## src/rtl/spi_resp_pkg.sv

```systemverilog
// spi_resp_pkg: shared constants, types and helpers for the SPI responder.
//   BYTE_W / BITCNT_W     : data width and bit-counter width
//   FIFO_DEPTH / FIFO_PTR_W: optional RX FIFO geometry (SPI_RESP_RXFIFO_EN)
//   IDLE_FILL_DEFAULT     : byte shifted out when no TX byte is queued
//   state_t               : frame state encoding (ST_IDLE / ST_ACTIVE)
package spi_resp_pkg;

  localparam int BYTE_W     = 8;
  localparam int BITCNT_W   = 4;
  localparam int FIFO_DEPTH = 4;
  localparam int FIFO_PTR_W = 2;

  localparam logic [BYTE_W-1:0]     IDLE_FILL_DEFAULT = 8'hFF;
  localparam logic [BITCNT_W-1:0]   BIT_LAST          = 4'd7;
  localparam logic [BITCNT_W-1:0]   BIT_DONE          = 4'd8;
  localparam logic [FIFO_PTR_W:0]   FIFO_FULL_CNT     = 3'd4;

  typedef enum logic {
    ST_IDLE   = 1'b0,
    ST_ACTIVE = 1'b1
  } state_t;

  // Byte to load into the TX shifter: the queued byte, or the fill pattern
  // when nothing is queued.
  function automatic logic [BYTE_W-1:0] next_tx_byte(
    input logic              hold_empty,
    input logic [BYTE_W-1:0] hold,
    input logic [BYTE_W-1:0] fill
  );
    logic [BYTE_W-1:0] result;
    if (hold_empty) begin
      result = fill;
    end else begin
      result = hold;
    end
    return result;
  endfunction

endpackage

```

## src/rtl/spi_resp_sync.sv

```systemverilog
// spi_resp_sync: multi-flop synchronizer with edge detection on the
// synchronized copy.
//   clk, rst_n : local clock, asynchronous active-low reset
//   din        : asynchronous input
//   level      : synchronized level
//   rise, fall : one-cycle pulses on synchronized transitions
// Parameters: STAGES (flop count, 2..3), RESET_VAL (idle level of din so
// that reset release does not fabricate an edge).
module spi_resp_sync #(
  parameter int STAGES    = 2,
  parameter bit RESET_VAL = 1'b0
) (
  input  logic clk,
  input  logic rst_n,
  input  logic din,
  output logic level,
  output logic rise,
  output logic fall
);

  logic [STAGES-1:0] sync_r;
  logic              prev_r;

  // Synchronizer chain plus one delayed copy for edge detection.
  always_ff @(posedge clk or negedge rst_n) begin
    if (!rst_n) begin
      sync_r <= {STAGES{RESET_VAL}};
      prev_r <= RESET_VAL;
    end else begin
      sync_r <= {sync_r[STAGES-2:0], din};
      prev_r <= sync_r[STAGES-1];
    end
  end

  assign level = sync_r[STAGES-1];
  assign rise  = sync_r[STAGES-1] & ~prev_r;
  assign fall  = ~sync_r[STAGES-1] & prev_r;

endmodule

```

## src/rtl/spi_responder.sv

```systemverilog
// spi_responder: oversampling SPI target (mode 0 / mode 2, CPHA=0, MSB first)
// with a byte-level handshake to local logic.
//   CLK, nRESET                 : local clock, asynchronous active-low reset
//   SCK, MOSI, nSS              : SPI bus from the master (asynchronous)
//   MISO, MISO_OE               : SPI return data and its pad enable
//   RX_DATA, RX_VALID, RX_READ  : received byte, unread flag, pop/acknowledge
//   TX_DATA, TX_WRITE, TX_EMPTY : next byte to send, load strobe, holding free
//   OVERRUN, UNDERRUN, ERR_CLR  : sticky error flags and their clear
// Build option: define SPI_RESP_RXFIFO_EN to buffer received bytes in a
// 4-entry FIFO instead of a single holding register.
module spi_responder
  import spi_resp_pkg::*;
#(
  parameter bit                CPOL        = 1'b0,
  parameter int                SYNC_STAGES = 2,
  parameter logic [BYTE_W-1:0] IDLE_FILL   = IDLE_FILL_DEFAULT
) (
  input  logic              CLK,
  input  logic              nRESET,
  input  logic              SCK,
  input  logic              MOSI,
  input  logic              nSS,
  output logic              MISO,
  output logic              MISO_OE,
  output logic [BYTE_W-1:0] RX_DATA,
  output logic              RX_VALID,
  input  logic              RX_READ,
  input  logic [BYTE_W-1:0] TX_DATA,
  input  logic              TX_WRITE,
  output logic              TX_EMPTY,
  output logic              OVERRUN,
  output logic              UNDERRUN,
  input  logic              ERR_CLR
);

  // Synchronized bus signals
  logic sck_level_unused_s, sck_rise_s, sck_fall_s;
  logic nss_level_unused_s, nss_rise_s, nss_fall_s;
  logic mosi_level_s, mosi_rise_unused_s, mosi_fall_unused_s;

  spi_resp_sync #(.STAGES(SYNC_STAGES), .RESET_VAL(CPOL)) u_sync_sck (
    .clk   (CLK),
    .rst_n (nRESET),
    .din   (SCK),
    .level (sck_level_unused_s),
    .rise  (sck_rise_s),
    .fall  (sck_fall_s)
  );

  spi_resp_sync #(.STAGES(SYNC_STAGES), .RESET_VAL(1'b1)) u_sync_nss (
    .clk   (CLK),
    .rst_n (nRESET),
    .din   (nSS),
    .level (nss_level_unused_s),
    .rise  (nss_rise_s),
    .fall  (nss_fall_s)
  );

  spi_resp_sync #(.STAGES(SYNC_STAGES), .RESET_VAL(1'b0)) u_sync_mosi (
    .clk   (CLK),
    .rst_n (nRESET),
    .din   (MOSI),
    .level (mosi_level_s),
    .rise  (mosi_rise_unused_s),
    .fall  (mosi_fall_unused_s)
  );

  // State
  state_t              state_r;
  logic [BITCNT_W-1:0] bit_cnt_r;
  logic [BYTE_W-1:0]   tx_shift_r;   // MSB is the MISO pin value
  logic [BYTE_W-2:0]   rx_shift_r;   // only 7 bits kept; 8th goes straight out
  logic                miso_oe_r;
  logic [BYTE_W-1:0]   tx_hold_r;
  logic                tx_empty_r;
  logic                overrun_r;
  logic                underrun_r;

  // Decoded events
  logic              lead_s;
  logic              trail_s;
  logic              start_s;
  logic              stop_s;
  logic              run_s;
  logic              byte_done_s;
  logic              reload_s;
  logic              tx_accept_s;
  logic              underrun_set_s;
  logic              overrun_set_s;
  logic [BYTE_W-1:0] reload_byte_s;
  logic [BYTE_W-1:0] rx_byte_s;

  // Event decode: SCK edge direction by polarity, frame start/stop, reloads.
  always_comb begin
    lead_s  = 1'b0;
    trail_s = 1'b0;
    if (CPOL) begin
      lead_s  = sck_fall_s;
      trail_s = sck_rise_s;
    end else begin
      lead_s  = sck_rise_s;
      trail_s = sck_fall_s;
    end
    start_s        = (state_r == ST_IDLE) && nss_fall_s;
    stop_s         = (state_r == ST_ACTIVE) && nss_rise_s;
    // A deselect in the same cycle as an SCK edge wins over the edge.
    run_s          = (state_r == ST_ACTIVE) && !nss_rise_s;
    byte_done_s    = run_s && lead_s && (bit_cnt_r == BIT_LAST);
    reload_s       = start_s || (run_s && trail_s && (bit_cnt_r == BIT_DONE));
    reload_byte_s  = next_tx_byte(tx_empty_r, tx_hold_r, IDLE_FILL);
    rx_byte_s      = {rx_shift_r, mosi_level_s};
    // A reload frees the holding register in the same cycle, so a
    // coincident write lands behind it.
    tx_accept_s    = TX_WRITE && (tx_empty_r || reload_s);
    underrun_set_s = reload_s && tx_empty_r;
  end

  // Frame state machine: bit counting, TX shifting and MISO drive.
  always_ff @(posedge CLK or negedge nRESET) begin
    if (!nRESET) begin
      state_r    <= ST_IDLE;
      bit_cnt_r  <= 4'd0;
      tx_shift_r <= 8'hFF;
      rx_shift_r <= 7'd0;
      miso_oe_r  <= 1'b0;
    end else begin
      case (state_r)
        ST_IDLE: begin
          if (start_s) begin
            state_r    <= ST_ACTIVE;
            bit_cnt_r  <= 4'd0;
            tx_shift_r <= reload_byte_s;
            miso_oe_r  <= 1'b1;
          end
        end
        ST_ACTIVE: begin
          if (stop_s) begin
            // Partial bytes in either direction are discarded.
            state_r    <= ST_IDLE;
            bit_cnt_r  <= 4'd0;
            tx_shift_r <= 8'hFF;
            miso_oe_r  <= 1'b0;
          end else if (lead_s && (bit_cnt_r != BIT_DONE)) begin
            rx_shift_r <= rx_byte_s[BYTE_W-2:0];
            bit_cnt_r  <= bit_cnt_r + 4'd1;
          end else if (trail_s) begin
            if (bit_cnt_r == BIT_DONE) begin
              tx_shift_r <= reload_byte_s;
              bit_cnt_r  <= 4'd0;
            end else begin
              tx_shift_r <= {tx_shift_r[BYTE_W-2:0], 1'b1};
            end
          end
        end
        default: begin
          state_r    <= ST_IDLE;
          bit_cnt_r  <= 4'd0;
          tx_shift_r <= 8'hFF;
          miso_oe_r  <= 1'b0;
        end
      endcase
    end
  end

  // TX holding register: host writes and consumption by reloads.
  always_ff @(posedge CLK or negedge nRESET) begin
    if (!nRESET) begin
      tx_hold_r  <= 8'h00;
      tx_empty_r <= 1'b1;
    end else if (tx_accept_s) begin
      tx_hold_r  <= TX_DATA;
      tx_empty_r <= 1'b0;
    end else if (reload_s) begin
      tx_empty_r <= 1'b1;
    end
  end

`ifdef SPI_RESP_RXFIFO_EN
  logic [BYTE_W-1:0]   fifo_mem_r [FIFO_DEPTH];
  logic [FIFO_PTR_W-1:0] wr_ptr_r;
  logic [FIFO_PTR_W-1:0] rd_ptr_r;
  logic [FIFO_PTR_W:0]   count_r;
  logic                  fifo_full_s;
  logic                  pop_s;
  logic                  push_s;

  // FIFO control: a pop in the same cycle makes room for a push when full.
  always_comb begin
    fifo_full_s   = (count_r == FIFO_FULL_CNT);
    pop_s         = RX_READ && (count_r != 3'd0);
    push_s        = byte_done_s && (!fifo_full_s || pop_s);
    overrun_set_s = byte_done_s && fifo_full_s && !pop_s;
  end

  // RX FIFO storage, pointers and occupancy.
  always_ff @(posedge CLK or negedge nRESET) begin
    if (!nRESET) begin
      for (int i = 0; i < FIFO_DEPTH; i++) begin
        fifo_mem_r[i] <= 8'h00;
      end
      wr_ptr_r <= 2'd0;
      rd_ptr_r <= 2'd0;
      count_r  <= 3'd0;
    end else begin
      if (push_s) begin
        fifo_mem_r[wr_ptr_r] <= rx_byte_s;
        wr_ptr_r             <= wr_ptr_r + 2'd1;
      end
      if (pop_s) begin
        rd_ptr_r <= rd_ptr_r + 2'd1;
      end
      case ({push_s, pop_s})
        2'b10:   count_r <= count_r + 3'd1;
        2'b01:   count_r <= count_r - 3'd1;
        default: count_r <= count_r;
      endcase
    end
  end

  assign RX_DATA  = fifo_mem_r[rd_ptr_r];
  assign RX_VALID = (count_r != 3'd0);
`else
  logic [BYTE_W-1:0] rx_data_r;
  logic              rx_valid_r;

  // A new byte is dropped only if the previous one is unread and not being
  // acknowledged in the same cycle.
  always_comb begin
    overrun_set_s = byte_done_s && rx_valid_r && !RX_READ;
  end

  // RX holding register and its unread flag.
  always_ff @(posedge CLK or negedge nRESET) begin
    if (!nRESET) begin
      rx_data_r  <= 8'h00;
      rx_valid_r <= 1'b0;
    end else if (byte_done_s && (!rx_valid_r || RX_READ)) begin
      rx_data_r  <= rx_byte_s;
      rx_valid_r <= 1'b1;
    end else if (RX_READ) begin
      rx_valid_r <= 1'b0;
    end
  end

  assign RX_DATA  = rx_data_r;
  assign RX_VALID = rx_valid_r;
`endif

  // Sticky error flags; a new error event beats a simultaneous clear.
  always_ff @(posedge CLK or negedge nRESET) begin
    if (!nRESET) begin
      overrun_r  <= 1'b0;
      underrun_r <= 1'b0;
    end else begin
      if (overrun_set_s) begin
        overrun_r <= 1'b1;
      end else if (ERR_CLR) begin
        overrun_r <= 1'b0;
      end
      if (underrun_set_s) begin
        underrun_r <= 1'b1;
      end else if (ERR_CLR) begin
        underrun_r <= 1'b0;
      end
    end
  end

  assign MISO     = tx_shift_r[BYTE_W-1];
  assign MISO_OE  = miso_oe_r;
  assign TX_EMPTY = tx_empty_r;
  assign OVERRUN  = overrun_r;
  assign UNDERRUN = underrun_r;

endmodule

```

## config.mk

```make
export PLATFORM = sky130hd
export DESIGN_NAME = spi_responder
export DESIGN_NICKNAME = d
export VERILOG_FILES = /design/src/rtl/spi_resp_pkg.sv /design/src/rtl/spi_resp_sync.sv /design/src/rtl/spi_responder.sv
export SDC_FILE = /design/constraint.sdc
export NUM_CORES = 1
export LEC_CHECK = 0
export ABC_CLOCK_PERIOD_IN_PS = 2600
export CORE_MARGIN = 2
export CORE_UTILIZATION = 30
export DETAILED_ROUTE_END_ITERATION = 8
export HOLD_SLACK_MARGIN = 0.1
export REMOVE_ABC_BUFFERS = 1
export SLEW_MARGIN = 10
export SYNTH_ARGS = -nofsm -noshare
export SYNTH_HDL_FRONTEND = slang
export SYNTH_HIERARCHICAL = 1
export SYNTH_SLANG_ARGS = --single-unit
```

## constraint.sdc

```tcl
create_clock -name CLK -period 2.6 [get_ports CLK]
set_input_delay 0.39 -clock CLK [delete_from_list [all_inputs] [get_ports CLK]]
set_output_delay 0.39 -clock CLK [all_outputs]
set_load 0.1 [all_outputs]
```

==> flow_summary.yaml <==
run_status:
  status: "complete, no violations"
sta:
  slew_viol_final: 0
  max_freq_mhz: 491
  min_period_ps: 2040
  min_period_over_period: 0.783
  tightest_slew_ps: 949
  hold_viol: 0
  fin_skew_ps: 4.76
  setup_violations: 0
  relSlewSlack: 0.367
  rsz0062_at_grt: "false"
  whs_ps: 239
  fin_tns_setup_ps: 0
pwr:
  p_leak_nw: 1.17
  ir_drop_v: 0.000234
  power_mw: 1.97
  power_density_nw_per_um2: 772
floorplan:
  die_x_um: 87.6
  start_util: 0.309
  num_rows: 30
  coreArea_um2: 6790
  die-height_um: 87.6
  die_area_um2: 7680
  ioPinCount: 30
clock_network:
  post_cts_buffers: 0
  cts_buffers: 5
  cts_hold_buf: 0
  cts_resized: 0
  cts_tree: "done"
  cts_root_buf: "clkbuf_8"
  clock-sinks: 49
  cts_buffer_depth: 2
  htreeDepth: 2
  clock_latency_ps: 300
  clkTransAtPathRegs_ps: 90
detailed_routing:
  postRouteAntennaNets: 0
  viasPerCell: 4.56
  drc_errors: 0
  wire_per_inst_um: 12.1
  wl_um: 3840
  drt_first_pass_iters: 4
  drt_iter0_markers: 146
  vias: 1441
global_route:
  grt_pass1_vias: 1409
  grtUsageTotal: 0.108
  antenna_found_initial: 0
  grt_overflow: 0
  gr-usage-met1: 0.146
  grt_max_degree: 45
  grt_use_met2: 0.164
  grt_pass1_wl_um: 6520
  met3_usage: 0.0302
  grt.busiest_layer: "met2"
yosys:
  synthCells: 187
  postSynthAreaPerCell_um2: 11.2
  yosys_warnings: 6
  syn_area_um2: 2100
layout:
  antennaDiodeCount: 0
  stdcell_area_um2: 2550
  layout_common_cells: "37 x dfrtp_1, 32 x nand2_1, 18 x buf_4"
  layout.nets: 237
  final_common_cell: "dfrtp_1"
  area_growth_pct: 21.5
  drive_gt1_frac: 0.273
  postLayoutCoreUtil: 0.375
worst_setup_path:
  path_class: "reg -> reg"
  worstSetupEndpointType: "flop"
  worstPathMaxFanout: 15
  cp-start-kind: "flop"
  arrival_ps: 2250
  worstPathRequired_ps: 2810
placed_design:
  gp_congestion: 0.774
  port_buffers: 29
  dp_hpwl_um: 2630
  placedInstanceArea_um2: 2460
min_path:
  min_path_type: "in -> async"
flow_run:
  cap_viol_max_count: 0
-- worst paths after layout --
path,start,to,slack [ps],cells past startpoint
max in group asynchronous,nRESET,tx_shift_r[0]$_DFFE_PN1P_,1650,2
worst min register to register,u_sync_sck/sync_r[0]$_DFF_PN0_,u_sync_sck/sync_r[1]$_DFF_PN0_,350,0
worst max register to register,bit_cnt_r[0]$_DFFE_PN0P_,tx_shift_r[1]$_DFFE_PN1P_,560,5
min in group CLK,u_sync_sck/sync_r[0]$_DFF_PN0_,u_sync_sck/sync_r[1]$_DFF_PN0_,350,0
worst max-delay path,bit_cnt_r[0]$_DFFE_PN0P_,tx_shift_r[1]$_DFFE_PN1P_,560,5
worst min-delay path,nRESET,RX_DATA[1]$_DFFE_PN0P_,240,1
-- cell type report --
cell class | instances | area, um2
flip-flops and latches | 49 | 1240
inverters | 7 | 26.3
well taps | 96 | 120
repair buffers | 33 | 280
multi-input cells | 123 | 792
fillers | 691 | 4240
clock buffers | 8 | 90.1
-- flip-flops by register name, indices dropped and copies added, names as in the netlist --
register	cells
MISO_OE	1
OVERRUN	1
RX_DATA	8
RX_VALID	1
TX_EMPTY	1
UNDERRUN	1
bit_cnt_r	4
rx_shift_r	7
state_r	1
tx_hold_r	8
tx_shift_r	8
u_sync_mosi/sync_r	2
u_sync_nss/prev_r	1
u_sync_nss/sync_r	2
u_sync_sck/prev_r	1
u_sync_sck/sync_r	2
-- critical path, stage by stage, from the launching register on --
cell and delay (ps):
dfrtp_1 400, inv_1 90, ha_1 160, nand3b_1 310
a311o_1 670, o31ai_1 320
-- metrics by stage --
| step | instances | setup slack [ps] |
|---|---|---|
| after floorplan | 179 | 461 |
| after global placement | 308 | 606 |
| after detailed placement | 308 | 581 |
| after CTS | 316 | 582 |
| after global routing | 316 | 407 |
| final | 316 | 564 |
-- metal layers --
| metal | up-vias | part of all wire |
|---|---|---|
| met2 | 29 | 0.45 |
| li1 | 710 | - |
| met1 | 696 | 0.49 |
| met5 | - | 0 |
| met3 | 6 | 0.044 |
| met4 | 0 | 0.017 |
-- power by group --
part	internal, mW	switching [mW]
registers	0.963	0.106
clock network	0.217	0.237
logic	0.181	0.265
No activity file was read; power rests on OpenSTA's default activity.
